<file path="config.mk">
export PLATFORM = sky130hd
export DESIGN_NAME = pipe_stage_reg
export DESIGN_NICKNAME = d
export VERILOG_FILES = /design/src/rtl/pipe_pkg.sv /design/src/rtl/pipe_entry_reg.sv /design/src/rtl/pipe_stage_reg.sv
export SDC_FILE = /design/constraint.sdc
export NUM_CORES = 1
export LEC_CHECK = 0
export CAP_MARGIN = 20
export CORE_MARGIN = 2
export CORE_UTILIZATION = 40
export DETAILED_ROUTE_END_ITERATION = 16
export DONT_BUFFER_PORTS = 1
export GPL_TIMING_DRIVEN = 0
export PLACE_DENSITY = 0.6
export SLEW_MARGIN = 20
export SYNTH_ARGS = -nofsm -noshare
export SYNTH_HDL_FRONTEND = slang
export SYNTH_SLANG_ARGS = --single-unit
</file>
<file path="constraint.sdc">
create_clock -name clk -period 1.71 [get_ports clk]
set_input_delay 0.342 -clock clk [delete_from_list [all_inputs] [get_ports clk]]
set_output_delay 0.342 -clock clk [all_outputs]
set_load 0.05 [all_outputs]
</file>
<file path="src/rtl/pipe_pkg.sv">
// Shared definitions for the generic pipeline-stage register: control-bundle
// field positions, default widths and occupancy encodings.
package pipe_pkg;

    localparam int unsigned MEM_READ   = 0;
    localparam int unsigned MEM_WRITE  = 1;
    localparam int unsigned MEM_TO_REG = 2;
    localparam int unsigned REG_WRITE  = 3;

    localparam int unsigned CTRL_W_DEF = 4;

    localparam logic [1:0] OCC_EMPTY = 2'd0;
    localparam logic [1:0] OCC_ONE   = 2'd1;
    localparam logic [1:0] OCC_TWO   = 2'd2;

    function automatic logic [1:0] occ_encode(input logic main_v, input logic skid_v);
        if (skid_v) return OCC_TWO;
        if (main_v) return OCC_ONE;
        return OCC_EMPTY;
    endfunction

endpackage

</file>
<file path="src/rtl/pipe_entry_reg.sv">
// One valid+payload holding register. Clear beats load; control is zeroed
// whenever the entry is (or becomes) invalid so bubbles never carry writes.
module pipe_entry_reg #(
    parameter int unsigned CTRL_W = 4,
    parameter int unsigned DATA_W = 64,
    parameter int unsigned REG_W  = 5
) (
    input  logic              i_clk,
    input  logic              i_rst_n,
    input  logic              i_load,
    input  logic              i_clear,
    input  logic [CTRL_W-1:0] i_ctrl,
    input  logic [DATA_W-1:0] i_data,
    input  logic [REG_W-1:0]  i_wreg,
    output logic              o_valid,
    output logic [CTRL_W-1:0] o_ctrl,
    output logic [DATA_W-1:0] o_data,
    output logic [REG_W-1:0]  o_wreg
);

    logic              r_valid;
    logic [CTRL_W-1:0] r_ctrl;
    logic [DATA_W-1:0] r_data;
    logic [REG_W-1:0]  r_wreg;

    always_ff @(posedge i_clk or negedge i_rst_n) begin
        if (!i_rst_n) begin
            r_valid <= 1'b0;
            r_ctrl  <= '0;
            r_data  <= '0;
            r_wreg  <= '0;
        end else if (i_clear) begin
            r_valid <= 1'b0;
            r_ctrl  <= '0;
        end else if (i_load) begin
            r_valid <= 1'b1;
            r_ctrl  <= i_ctrl;
            r_data  <= i_data;
            r_wreg  <= i_wreg;
        end else if (!r_valid) begin
            r_ctrl  <= '0;
        end
    end

    assign o_valid = r_valid;
    assign o_ctrl  = r_ctrl;
    assign o_data  = r_data;
    assign o_wreg  = r_wreg;

endmodule

</file>
<file path="src/rtl/pipe_stage_reg.sv">
// Parametrised pipeline-stage latch with valid/ready handshake, optional
// 2-entry skid buffer, flush with bubble zeroing and a saturating stall counter.
module pipe_stage_reg
    import pipe_pkg::*;
#(
    parameter int unsigned CTRL_W   = CTRL_W_DEF,
    parameter int unsigned DATA_W   = 32,
    parameter int unsigned NUM_DATA = 2,
    parameter int unsigned REG_W    = 5,
    parameter int unsigned SKID     = 1,
    parameter int unsigned CNT_W    = 16
) (
    input  logic                       clk,
    input  logic                       rst,
    input  logic                       in_valid,
    output logic                       in_ready,
    input  logic [CTRL_W-1:0]          in_ctrl,
    input  logic [NUM_DATA*DATA_W-1:0] in_data,
    input  logic [REG_W-1:0]           in_wreg,
    input  logic                       flush,
    output logic                       out_valid,
    input  logic                       out_ready,
    output logic [CTRL_W-1:0]          out_ctrl,
    output logic [NUM_DATA*DATA_W-1:0] out_data,
    output logic [REG_W-1:0]           out_wreg,
    output logic [1:0]                 occupancy,
    output logic [CNT_W-1:0]           stall_cnt
);

    localparam int unsigned PAY_W = NUM_DATA * DATA_W;

    logic              w_accept;
    logic              w_xfer;
    logic              w_main_v;
    logic              w_skid_v;
    logic              w_main_load;
    logic              w_main_clear;
    logic [CTRL_W-1:0] w_main_ctrl_in;
    logic [PAY_W-1:0]  w_main_data_in;
    logic [REG_W-1:0]  w_main_wreg_in;
    logic [CNT_W-1:0]  r_stall_cnt;

    assign w_accept = in_valid & in_ready;
    assign w_xfer   = w_main_v & out_ready;

    pipe_entry_reg #(
        .CTRL_W (CTRL_W),
        .DATA_W (PAY_W),
        .REG_W  (REG_W)
    ) u_main (
        .i_clk   (clk),
        .i_rst_n (rst),
        .i_load  (w_main_load),
        .i_clear (w_main_clear),
        .i_ctrl  (w_main_ctrl_in),
        .i_data  (w_main_data_in),
        .i_wreg  (w_main_wreg_in),
        .o_valid (w_main_v),
        .o_ctrl  (out_ctrl),
        .o_data  (out_data),
        .o_wreg  (out_wreg)
    );

    if (SKID == 1) begin : g_skid
        logic              w_skid_load;
        logic              w_skid_clear;
        logic              w_skid_next;
        logic [CTRL_W-1:0] w_skid_ctrl;
        logic [PAY_W-1:0]  w_skid_data;
        logic [REG_W-1:0]  w_skid_wreg;
        logic              r_in_ready;

        // Main refills from skid when skid holds the older entry, otherwise from the input.
        assign w_main_load  = ~flush & ((~w_main_v & w_accept) |
                                        (w_main_v & w_xfer & (w_skid_v | w_accept)));
        assign w_main_clear = flush | (w_main_v & w_xfer & ~w_skid_v & ~w_accept);
        assign w_skid_load  = ~flush & w_main_v & ~w_skid_v & w_accept & ~w_xfer;
        assign w_skid_clear = flush | (w_skid_v & w_xfer);
        assign w_skid_next  = ~flush & (w_skid_load | (w_skid_v & ~w_xfer));

        assign w_main_ctrl_in = w_skid_v ? w_skid_ctrl : in_ctrl;
        assign w_main_data_in = w_skid_v ? w_skid_data : in_data;
        assign w_main_wreg_in = w_skid_v ? w_skid_wreg : in_wreg;

        pipe_entry_reg #(
            .CTRL_W (CTRL_W),
            .DATA_W (PAY_W),
            .REG_W  (REG_W)
        ) u_skid (
            .i_clk   (clk),
            .i_rst_n (rst),
            .i_load  (w_skid_load),
            .i_clear (w_skid_clear),
            .i_ctrl  (in_ctrl),
            .i_data  (in_data),
            .i_wreg  (in_wreg),
            .o_valid (w_skid_v),
            .o_ctrl  (w_skid_ctrl),
            .o_data  (w_skid_data),
            .o_wreg  (w_skid_wreg)
        );

        always_ff @(posedge clk or negedge rst) begin
            if (!rst) r_in_ready <= 1'b0;
            else      r_in_ready <= ~w_skid_next;
        end

        assign in_ready = r_in_ready;
    end else begin : g_noskid
        assign w_skid_v       = 1'b0;
        assign w_main_load    = ~flush & w_accept;
        assign w_main_clear   = flush | (w_xfer & ~w_accept);
        assign w_main_ctrl_in = in_ctrl;
        assign w_main_data_in = in_data;
        assign w_main_wreg_in = in_wreg;
        assign in_ready       = ~w_main_v | out_ready;
    end

    always_ff @(posedge clk or negedge rst) begin
        if (!rst) begin
            r_stall_cnt <= '0;
        end else if (w_main_v && !out_ready && (r_stall_cnt != '1)) begin
            r_stall_cnt <= r_stall_cnt + CNT_W'(1);
        end
    end

    assign out_valid = w_main_v;
    assign occupancy = occ_encode(w_main_v, w_skid_v);
    assign stall_cnt = r_stall_cnt;

endmodule

</file>
Yosys cells after proc, flatten, opt, wreduce, memory -nomap -nowiden
Index checks and enable logic that the tools add are counted.
Widths: inputs -> output; s select.
- logic and storage cells: 69
- bits in registers: 165
- bits of input ports: 78
- output and inout port bits: 93
- mux-type cells: 20
- equal/unequal tests: 3
- add/sub/neg operators: 1
- bitwise gates (word level): 28
- reduce and logical (&&, ||, !) cells: 7
- operator list (operator ; number):
    $mux 64 ; 1
    $mux 4 ; 7
    $add 16x1->16 const B ; 1
    $ne 16x16->1 const B ; 1
    $and 1x1->1 ; 15
    $mux 2 ; 4
    $not 1->1 ; 8
    $mux 1 ; 7
    $mux 5 ; 1
    $or 1x1->1 ; 5
    $reduce_and 2->1 ; 2
    $reduce_bool 2->1 ; 2
    $ne 3x1->1 const B ; 1
    $ne 3x2->1 const B ; 1
    $logic_and 1x1->1 ; 2
    $logic_not 1->1 ; 1

Logic depth before layout (Yosys ltp)
- depth in word-level cells: 8
- depth in mapped cells: 7
- mapped depth without buffers: 5

Hierarchy
A second synthesis with hierarchy kept.
- cell total of the unflattened synthesis: 490
- area, all modules: 7996.4 um2
- by module, submodules not included (module ; instances ; cells each ; seq. area each (um2) ; area an instance (um2)):
    pipe_entry_reg ; 2 ; 159 ; 1851.8 ; 3096.7
    pipe_stage_reg ; 1 ; 172 ; 425.4 ; 1803.0

Worst setup path before layout
Ideal clock, no wire load.
- kind: register -> register
- start: reg u_main.r_valid (netlist: u_main.o_valid)
- end: reg g_skid.r_in_ready (netlist: in_ready)
- required time: 1583 ps
- cell stages (with the launch flop): 5
- library setup time: 127 ps
- arrival time: 2177 ps
- buffers on the path: 0
- clock period less this slack: 2304 ps
- path slack: -594 ps
- cell sequence: dfrtp_1 nor2b_1 and3_1 nor2_1 or2_2
- longest elaborated chain between the ends: 7
- elaborated cells on any way between the ends: 10
- classes of those cells: bitwise (10)
- RTL lines (element ; RTL line ; text):
    from (decl) ; pipe_entry_reg.sv:21 ; logic r_valid;
    from (signal assigned) ; pipe_entry_reg.sv:28 ; r_valid <= 1'b0;
    from (signal assigned) ; pipe_entry_reg.sv:33 ; r_valid <= 1'b0;
    from (signal assigned) ; pipe_entry_reg.sv:36 ; r_valid <= 1'b1;
    $and 1x1->1 (4 in series) ; pipe_stage_reg.sv:77 ; assign w_skid_load = ~flush & w_main_v & ~w_skid_v & w_accept & ~w_xfer;
    $or 1x1->1 * ; pipe_stage_reg.sv:79 ; assign w_skid_next = ~flush & (w_skid_load | (w_skid_v & ~w_xfer));
    $and 1x1->1 * ; pipe_stage_reg.sv:79 ;
    $not 1->1 * ; pipe_stage_reg.sv:105 ; else r_in_ready <= ~w_skid_next;
    to (signal assigned) ; pipe_stage_reg.sv:105 ;
    to (decl) ; pipe_stage_reg.sv:71 ; logic r_in_ready;
Every way passes the cells marked *; elsewhere a longest branch is shown, timed or not.
A chain may end at the register's enable or synchronous reset.

Final worst setup path
- start: reg r_stall_cnt[5] (netlist: stall_cnt[5])
- end: reg r_stall_cnt[13] (netlist: stall_cnt[13])
- longest elaborated chain between the ends: 2
- elaborated cells on any way between the ends: 3
- classes of those cells: add/sub (1); eq/ne (1); reduce/logical (1)
- RTL lines (element ; RTL line ; text):
    from (decl) ; pipe_stage_reg.sv:41 ; logic [CNT_W-1:0] r_stall_cnt;
    from (signal assigned) ; pipe_stage_reg.sv:123 ; r_stall_cnt <= r_stall_cnt + CNT_W'(1);
    parallel branches: the longest is 2 deep, another holds $add 16x1->16 ; - ;
Parallel ways; which one is timed is not known.

==> impl_metrics.tcl <==
set metrics [dict create \
    ant_nets 0 \
    gp_congestion 0.7926 \
    worstMarginPinSlew_ns 0.5868 \
    holdWs_ns -0.3890 \
    grt_pass1_wl_microns 25700 \
    vias 4653 \
    cts-hold-fix-buffers 1 \
    rows 48 \
    drt-total-wl_microns 17550 \
    irDropWorstVdd_uv 722.2 \
    leakage_uw 0.003731 \
    antenna_cells 0 \
    drc 0 \
    p_switching_uw 4419 \
    path_cells "nand3_4, or4_4, nor4b_2, xor2_1" \
    crit_path_top_delay_cell "or4_4" \
    synth_fp_nets 647 \
    netlist_area_sq_um 6985 \
    clock_path_buffers 2 \
    hold_class "in -> async" \
    slew_headroom_pct 60.88 \
    ys_seq_elements 165 \
    setup_slack_ns -0.1583 \
    synth-seq-area-share_pct 59.11 \
    cp_slowest_stage_delay_ns 0.59 \
    combinationalPowerShare_pct 15.2 \
    cts_made_buffers 17 \
    pin_count 171 \
    pwr-share-seq_pct 56.1 \
    p_total_uw 12450 \
    post_drt_via_cell_ratio 5.436 \
    fill_cells 1496 \
    finalCritPeriodShare_pct 109.3 \
    yosysWarnings 0 \
    wl_per_cell_microns 20.50 \
    grt_max_degree 166 \
    cts_root_buffer "clkbuf_16" \
    run_status "finished with violations" \
    htreeDepth 4 \
    track_usage_pct 18.08 \
    min_period_ns 1.868 \
    clk_pin_slew_ns 0.07 \
    cp_data_required_time_ns 2.04 \
    core-area_sq_um 17180 \
    final.setup.tns_ns -4.735 \
    final_cell_mix "147 x dfrtp_1, 70 x mux2i_1, 52 x mux2_4, 51 x a21oi_1, 45 x nor2_1" \
    finalSetupViolCount 74 \
    swShare_pct 35.49 \
    postSynthAreaPerCell_sq_um 12.30 \
    worstPathArrival_ns 2.20 \
    drive_gt1_share_pct 42.79 \
    io_buffer_count 0 \
    nets 699 \
    path_class "reg -> reg" \
    cp-start-kind "register" \
    violations "hold timing, setup timing" \
    drt_iter0_drc 187 \
    gr-total-overflow 0 \
    cp-end-kind "register" \
    slew_viol_final 0 \
    utilization_pct 53.35 \
    fp.dieH_microns 136.2 \
    rsz0062_at_grt "yes" \
    antenna_found_initial 0 \
    initial_core_util_pct 40.67 \
    clock_latency_ns 0.42 \
    clockPowerShare_pct 28.6 \
    power.density_nw_per_um2 1359 \
    final_common_cell "dfrtp_1" \
    cap_violations 0 \
    grt_pass1_vias 4844 \
    area_delta_synth_final_pct 31.18 \
    finClkSkew_ns 0.007061 \
    first_pass_iters 4 \
    worstPathMaxFanout 5 \
    fmax_mhz 535.2 \
    p_int_uw 8032 \
    dieWidth_microns 136.2 \
    hpwl_microns 10750 \
    hold_violations 165 \
    netlist_instances 568 \
    die_area_sq_um 18540 \
    clkSinkCount 165 \
    cts_tree "done" \
    netlist-cell-type-count 34 \
]
## cells by family after synthesis
family / share of synthesized area (%)
mux: 22.77
buf+inv: 2.239
xor+xnor: 0.6269
fa+ha+maj: 0.1791
compound gates: 6.932
flops: 59.11
simple gates: 8.150
## path summary, 6_finish.rpt
path | endpoint | slack (ns) | startpoint | cells after the start
min in group clk | g_skid.u_skid.o_data[46] | 0.07 | in_data[46] | 1
max in group asynchronous | u_main.o_data[4] | 1.87 | rst | 0
setup reg to reg | stall_cnt[13] | -0.16 | stall_cnt[5] | 4
setup / recovery | stall_cnt[13] | -0.16 | stall_cnt[5] | 4
hold / removal | stall_cnt[7] | -0.39 | rst | 0
hold reg to reg | g_skid.u_skid.o_data[15] | 0.51 | g_skid.u_skid.o_data[15] | 1
## state kept, by name, indices dropped and copies added (netlist names)
register / count
stall_cnt: 16
u_main.o_valid: 1
in_ready: 1
u_main.o_wreg: 5
u_main.o_data: 64
g_skid.u_skid.o_wreg: 5
g_skid.u_skid.o_data: 64
g_skid.u_skid.o_ctrl: 4
g_skid.u_skid.o_valid: 1
u_main.o_ctrl: 4
## worst max-delay path, delay by kind of cell (launching register included)
kind	cells	cell delay [ns]
and+or+nand+nor	3	1.00
DFF	1	0.58
xor gates and xnor gates	1	0.20
## cell type report
class                   count  area (sq um)  area share (%)
flip-flops and latches    165          4161           45.41
multi-input cells         368          3243           35.39
repair buffers             33         486.7           5.311
clock buffers              22         454.2           4.956
plain buffers              32         442.9           4.833
well taps                 225         281.5           3.072
clock inverters             8         80.08          0.8738
inverters                   3         13.76          0.1502
## routing by layer
layer / global-route usage [%] / wire [microns] / vias up
li1: - / - / 2095
met3: 9.098 / 1751 / 22
met2: 28.39 / 8341 / 150
met4: 5.556 / 263 / 0
met1: 21.77 / 7188 / 2386
met5: 0 / 0 / -
## power by group through the flow
| stage | combinational [uW] | clock (uW) | sequential (uW) |
|---|---|---|---|
| 6_report | 1890 | 3570 | 6990 |
| 5_1_grt | 2070 | 3810 | 7110 |
| 4_1_cts | 1530 | 3650 | 6930 |
| 3_5_place_dp | 1380 | 0 | 6980 |
| 3_3_place_gp | 1310 | 0 | 6930 |
| 2_1_floorplan | 1170 | 0 | 6760 |
## repair_timing
action,4_1_cts,5_1_grt
setup endpoints to repair,162,148
gates cloned,0,9
setup buffers,15,9
endpoints found under the hold margin,166,165
gates resized for setup,98,140
pin swaps,12,8
## cell usage after synthesis, drive strengths merged
library cell	count	area share (%)
nand3	4	0.29
o31a	1	0.13
xor2	5	0.63
buf	23	1.6
a21o	1	0.11
or3	1	0.090
or2	2	0.18
and3	3	0.27
and4b	1	0.14
inv	3	0.16
nor4b	1	0.13
a22o	4	0.50
ha	1	0.18
o21ai	4	0.29
nor4	3	0.57
nor2b	2	0.18
nand2	10	0.54
mux2i	70	10
a22oi	5	0.54
dfrtp	165	59
mux2	79	13
nor3	4	0.36
clkbuf	9	0.48
a21oi	75	5.4
or4	1	0.16
nor2	84	4.5
nand2b	2	0.29
nand4	5	0.45
## stage by stage
stage	instances	setup slack, ns	cell area (sq um)	hold slack [ns]
6_report	856	-0.1583	9164	-0.3890
3_5_place_dp	793	-0.8105	7385	0.05106
4_1_cts	839	-0.1289	8399	-0.4062
3_3_place_gp	793	-0.7687	7385	0.05070
2_1_floorplan	568	-0.1348	7103	0.04641
5_1_grt	856	-0.1968	9164	-0.4176
(Power assumes the default switching activity.)
